$ cat src/rtl/program_counter.sv
// ---------------------------------------------------------------------------
// program_counter
//   16-bit instruction fetch address register, downstream of the branch unit.
//   Handles the reset-vector load, absolute jumps (the low byte is latched
//   first, then the high byte arrives with the branch strobe) and signed
//   8-bit relative branches. A relative branch that leaves the current
//   256-byte page takes one extra FIXUP cycle to correct the high byte.
//
// Ports
//   clk_2        in   1   clock, all state updates on the rising edge
//   rst_n        in   1   asynchronous active-low reset
//   data_in      in   8   data bus: vector / operand byte for this cycle
//   lower_byte   in   1   latch data_in into the low-address buffer (adl)
//   branch       in   1   load pc (absolute {data_in, adl} or relative)
//   branch_rel   in   1   relative mode, data_in is a signed offset
//   pc_increment in   1   pc <= pc + 1
//   normal       in   1   0 while the branch unit runs its reset sequence
//   pc_hold      in   1   stall: freeze pc, adl and state this cycle
//   pc           out  16  current fetch address (registered)
//   busy         out  1   high during the FIXUP cycle
//   page_cross   out  1   one-cycle pulse in the cycle FIXUP is entered
// ---------------------------------------------------------------------------
module program_counter #(
    parameter logic [15:0] RESET_PC = 16'hFFFC
) (
    input  logic        clk_2,
    input  logic        rst_n,
    input  logic [7:0]  data_in,
    input  logic        lower_byte,
    input  logic        branch,
    input  logic        branch_rel,
    input  logic        pc_increment,
    input  logic        normal,
    input  logic        pc_hold,
    output logic [15:0] pc,
    output logic        busy,
    output logic        page_cross
);

    localparam logic [0:0] RUN   = 1'b0;
    localparam logic [0:0] FIXUP = 1'b1;

    logic [0:0] state;
    logic [7:0] adl;
    logic       dir_fwd;

    logic       rel_mode;
    logic [8:0] sum9;
    logic       crossing;

    // During the reset sequence the branch is always an absolute vector load.
    assign rel_mode = branch_rel & normal;

    // Unsigned add of the offset to the low byte; the carry out, read
    // against the offset sign, tells whether the target left the page.
    assign sum9     = {1'b0, pc[7:0]} + {1'b0, data_in};
    assign crossing = data_in[7] ? ~sum9[8] : sum9[8];

    assign busy = (state == FIXUP);

    always_ff @(posedge clk_2 or negedge rst_n) begin
        if (!rst_n) begin
            pc         <= RESET_PC;
            adl        <= 8'h00;
            state      <= RUN;
            page_cross <= 1'b0;
            dir_fwd    <= 1'b0;
        end else if (pc_hold) begin
            page_cross <= 1'b0;
        end else begin
            page_cross <= 1'b0;
            case (state)
                RUN: begin
                    if (lower_byte) begin
                        adl <= data_in;
                    end
                    // branch has priority; a simultaneous increment is dropped
                    if (branch) begin
                        if (rel_mode) begin
                            pc[7:0] <= sum9[7:0];
                            if (crossing) begin
                                state      <= FIXUP;
                                page_cross <= 1'b1;
                                dir_fwd    <= ~data_in[7];
                            end
                        end else begin
                            // adl is the value from before this edge
                            pc <= {data_in, adl};
                        end
                    end else if (pc_increment) begin
                        pc <= pc + 16'd1;
                    end
                end
                FIXUP: begin
                    // strobes are ignored while busy
                    if (dir_fwd) begin
                        pc[15:8] <= pc[15:8] + 8'd1;
                    end else begin
                        pc[15:8] <= pc[15:8] - 8'd1;
                    end
                    state <= RUN;
                end
                default: begin
                    state <= RUN;
                end
            endcase
        end
    end

endmodule

$ cat config.mk
export PLATFORM = sky130hd
export DESIGN_NAME = program_counter
export DESIGN_NICKNAME = d
export VERILOG_FILES = /design/src/rtl/program_counter.sv
export SDC_FILE = /design/constraint.sdc
export NUM_CORES = 1
export LEC_CHECK = 0
export ABC_CLOCK_PERIOD_IN_PS = 2000
export CORE_AREA = 3 3 73 75
export CTS_CLUSTER_DIAMETER = 150
export DETAILED_ROUTE_END_ITERATION = 8
export DIE_AREA = 0 0 76 78
export PLACE_DENSITY_LB_ADDON = 0.12
export SLEW_MARGIN = 20
export SYNTH_ARGS = -nofsm -noshare
export SYNTH_HDL_FRONTEND = slang
export SYNTH_SLANG_ARGS = --single-unit
$ cat constraint.sdc
create_clock -name clk_2 -period 2 [get_ports clk_2]
set_input_delay 0.4 -clock clk_2 [delete_from_list [all_inputs] [get_ports clk_2]]
set_output_delay 0.4 -clock clk_2 [all_outputs]
set_load 0.1 [all_outputs]
==> results summary <==
In this run the worst setup path terminates at busy. Summing every instance area after synthesis gives 2330 um^2. Once routing completed, OpenROAD measured the worst setup slack at -0.0916 ns. The maximum clock rate came out at 478 MHz. The Yosys warning count is 0. The initial utilization of the core area, before any placement, comes to 0.494. The post-route antenna net violation count is 0.

For this design, the sink count on the clock tree is 27. The via total after detailed routing came out at 2,384. The number of synthesized flops with an enable pin is 0.

Synthesis handed over a netlist of 252 instances. The number of nets in the final layout is 375. After synthesis the netlist holds a flip-flop and latch count of 27.

After clock tree synthesis, the clock-pin slew on the worst setup and hold paths is roughly 0.1 ns. The via count of the first global-routing pass is between 2,000 and 2,500. The count of pins on the block boundary came out at 34. The delay of the slowest cell on the worst path is 0.50 ns.

The count of placed standard cells including taps is 402. The minimum clock period is approximately 2.1 ns. The worst-case clock skew came out at between 0.01 and 0.015 ns.

The worst ir drop on vdd came out at 0.000898 V. The critical path starts at pc[0]. Of the available clock period, the critical path in the final layout requires 1.05. The share of cells above drive strength 1 is 0.408. The tree is rooted in a sky130_fd_sc_hd__clkbuf_8.

The class of the tightest hold or removal check is in2async. In the global route stage, overall resource usage came out at 0.251. The signal on the critical path passes through ha_4 -> fa_2 -> a211oi_4 -> o21bai_2 -> a31oi_4 -> xor2_2 -> o22ai_1. The fraction of registers with async set or reset after synthesis came out at 1.00. Entering global routing, the biggest net connects 28 pins. Setup repair after global routing could not meet its margin everywhere. The final reports fail on negative setup slack. The endpoint identified for the worst register-to-register timing path is busy. The half-perimeter wire length of the detailed placement result is 5.49 mm. The first-pass GRT wire length is between 10 and 15 mm.

STA classifies the critical path startpoint as a register. The area of the multi-input gates is 1610 um^2. The final standard cell count with taps included and fillers excluded is 408. The worst path arrival time is 2.26 ns. The number of max-slew violations in the final report was 0.

The number of buffers inserted during clock tree synthesis came out at 3. The setup-violating endpoint count in the final report is 5. The count of inserted antenna diode cells came out at 0. The type of the worst setup path is reg2reg. The flow ran to the end, but the final reports show violations. Synthesis instantiated 60 different standard cells from the library.

The leakage power is 1.48 nW. The die is around 76 um wide. No sink is reached through more buffers than the 2 on the longest clock path. The slowest stage of the critical path is the sky130_fd_sc_hd__dfrtp_4 cell. In this run the critical register-to-register path is launched from pc[0]. The total wirelength of the detailed-routed design came out at 7.19 mm. Fill cells in the final layout number 362.

The category of the worst setup path capture point is a register. The number of hold-slack violations in the final timing report came out at 0. Input and output buffers added on the ports amount to 33. The number of antenna violations at the first check in global routing is 0. In this run, the number of DRC markers left after iteration 0 of detailed routing was between 150 and 200. The mean routed wirelength per cell came out at around 18 um. STA puts the critical path data required time at approximately 2.2 ns. A synthesized cell averages 9.25 um^2.

The core footprint is about 4700 um^2. The sequential area share after synthesis is 0.297. The synthesized netlist net count is 285.

The register-to-register setup slack came out at -0.09 ns. TritonCTS built the clock tree. The area added between synthesis and finish came out at 48.0%. The cell area after placement came out at roughly 3300 um^2. The reported max-cap violation count is 0. The die area is 5930 um^2. In this run the vertical extent of the chip is 78 um. The total non-filler cell area in the finished layout is 3450 um^2. At the later pin of the worst-skew pair, clock insertion delay measures 0.28 ns. The normalized max-slew margin came out at 0.751. After detailed routing, the number of remaining DRC violations is 0. At the pin with the least slew margin, the transition time is between 0.3 and 0.4 ns. The number of detailed-route iterations in the first pass came out at 4. Registers take 721 um^2. The largest driver fanout on the critical path is 3.

The via density per instance came out at between 5 and 6. The weighted congestion at the end of routability-driven global placement is 0.854. The most used flip-flop cell after synthesis is sky130_fd_sc_hd__dfstp_2.

The number of H-tree branching levels came out at 1. The total grt overflow came out at 0. The count of standard-cell rows is 25. The depth of the worst register-to-register path is 7. The areal power density over the cells came out at 1100 nW/um^2.
-- cell families (layout without fill, tap and decap cells) --
family / count (synthesis) / after routing / share of synthesized area
buffers and inverters: 19 / 108 / 0.0370
adders and majority gates: 17 / 17 / 0.0977
xor gates and xnor gates: 13 / 13 / 0.0521
DFF: 27 / 27 / 0.297
AOI/OAI and AO/OA: 90 / 90 / 0.272
and+or+nand+nor: 71 / 71 / 0.174
muxes: 15 / 15 / 0.0698
-- sequential cells by signal, indices dropped and copies added, names as in the netlist --
register	flops
pc	16
page_cross	1
adl	8
busy	1
dir_fwd	1
-- cells in the final DEF (no fill, tap or decap), types with 4 or more instances in the layout --
cell | synthesis | routed
sky130_fd_sc_hd__buf_4 | 1 | 61
sky130_fd_sc_hd__a21oi_1 | 20 | 20
sky130_fd_sc_hd__buf_12 | 0 | 17
sky130_fd_sc_hd__o21ai_0 | 17 | 16
sky130_fd_sc_hd__nor2_1 | 15 | 15
sky130_fd_sc_hd__nand2_1 | 13 | 13
sky130_fd_sc_hd__clkdlybuf4s50_1 | 0 | 13
sky130_fd_sc_hd__nand3_1 | 13 | 12
sky130_fd_sc_hd__ha_1 | 15 | 12
sky130_fd_sc_hd__dfrtp_1 | 13 | 11
sky130_fd_sc_hd__inv_1 | 11 | 10
sky130_fd_sc_hd__mux2_2 | 10 | 10
sky130_fd_sc_hd__xor2_1 | 9 | 9
sky130_fd_sc_hd__dfstp_2 | 14 | 8
sky130_fd_sc_hd__o22ai_1 | 8 | 6
sky130_fd_sc_hd__dfstp_4 | 0 | 6
sky130_fd_sc_hd__o21a_1 | 5 | 5
sky130_fd_sc_hd__mux2i_1 | 5 | 5
sky130_fd_sc_hd__nand4_1 | 4 | 4
sky130_fd_sc_hd__or3_1 | 4 | 4
sky130_fd_sc_hd__a211oi_1 | 6 | 4
sky130_fd_sc_hd__a21o_1 | 4 | 4
-- timing repair --
action,in CTS,in global routing
hold buffers,0,0
endpoints found under the setup margin,8,11
pin swaps,8,3
gates resized for setup,6,8
setup buffers,1,1
-- layer usage --
metal  share of wire  global-route usage  up-vias
met4           0.016              0.0670        0
met5               0                   0        -
met2            0.48               0.432       88
met1            0.45               0.330     1150
met3           0.051              0.0371       10
li1                -                   -     1136
-- worst min path at each step --
stage	startpoint	endpoint
after global placement	adl[1]	adl[1]
after global routing	rst_n	pc[0]
final	rst_n	pc[0]
after floorplan	rst_n	adl[0]
after CTS	rst_n	pc[0]
after detailed placement	adl[2]	adl[2]
-- power by group --
part	switching, W	internal [W]	total [W]
Combinational	0.00148	0.00107	0.00255
Clock	0.000187	0.000143	0.000330
Sequential	0.000166	0.000748	0.000913
Total	0.00183	0.00197	0.00379
-- stage by stage --
stage / util / hold slack (ns) / total power [W] / setup slack [ns] / setup TNS [ns]
floorplan: - / 0.104 / 0.00243 / -0.184 / -0.769
global placement: 0.708 / 0.490 / 0.00330 / -0.449 / -2.89
detailed placement: 0.708 / 0.497 / 0.00335 / -0.515 / -3.42
CTS: 0.722 / 0.506 / 0.00373 / -0.0703 / -0.240
global route: 0.731 / 0.529 / 0.00399 / -0.166 / -0.808
finish: 0.731 / 0.491 / 0.00379 / -0.0916 / -0.340
-- layout make-up --
| cell class | instances | area share |
|---|---|---|
| multi-input cells | 206 | 0.468 |
| repair buffers | 93 | 0.274 |
| flip-flops and latches | 27 | 0.209 |
| well taps | 67 | 0.0243 |
| clock buffers | 4 | 0.0131 |
| inverters | 11 | 0.0120 |
-- Yosys cell counts, drive strengths merged, types with 2 or more instances --
master | number | area, um^2
a211o | 2 | 17.5
a211oi | 8 | 70.1
a21boi | 2 | 15.0
a21o | 6 | 47.6
a21oi | 21 | 116
a221oi | 2 | 23.8
a31oi | 2 | 27.5
and2 | 3 | 20.0
and3 | 2 | 12.5
buf | 5 | 33.8
clkbuf | 3 | 11.3
dfrtp | 13 | 325
dfstp | 14 | 368
fa | 2 | 40.0
ha | 15 | 188
inv | 11 | 41.3
mux2 | 10 | 113
mux2i | 5 | 50.1
nand2 | 13 | 48.8
nand3 | 14 | 75.1
nand4 | 5 | 46.3
nor2 | 18 | 80.1
nor2b | 2 | 12.5
nor3 | 3 | 26.3
nor4 | 2 | 25.0
o211ai | 3 | 22.5
o21a | 5 | 37.5
o21ai | 17 | 85.1
o21bai | 5 | 37.5
o221a | 2 | 22.5
o22ai | 8 | 50.1
or2 | 2 | 12.5
or3 | 4 | 25.0
xnor2 | 3 | 26.3
xor2 | 10 | 95.1
-- worst max-delay path: cells and delay by family, from the launching register on --
family | cells | cell delay (ns)
compound gates | 4 | 0.75
fa+ha+maj | 2 | 0.54
flops | 1 | 0.50
xor+xnor | 1 | 0.17
No activity file was read; power rests on OpenSTA's default activity.
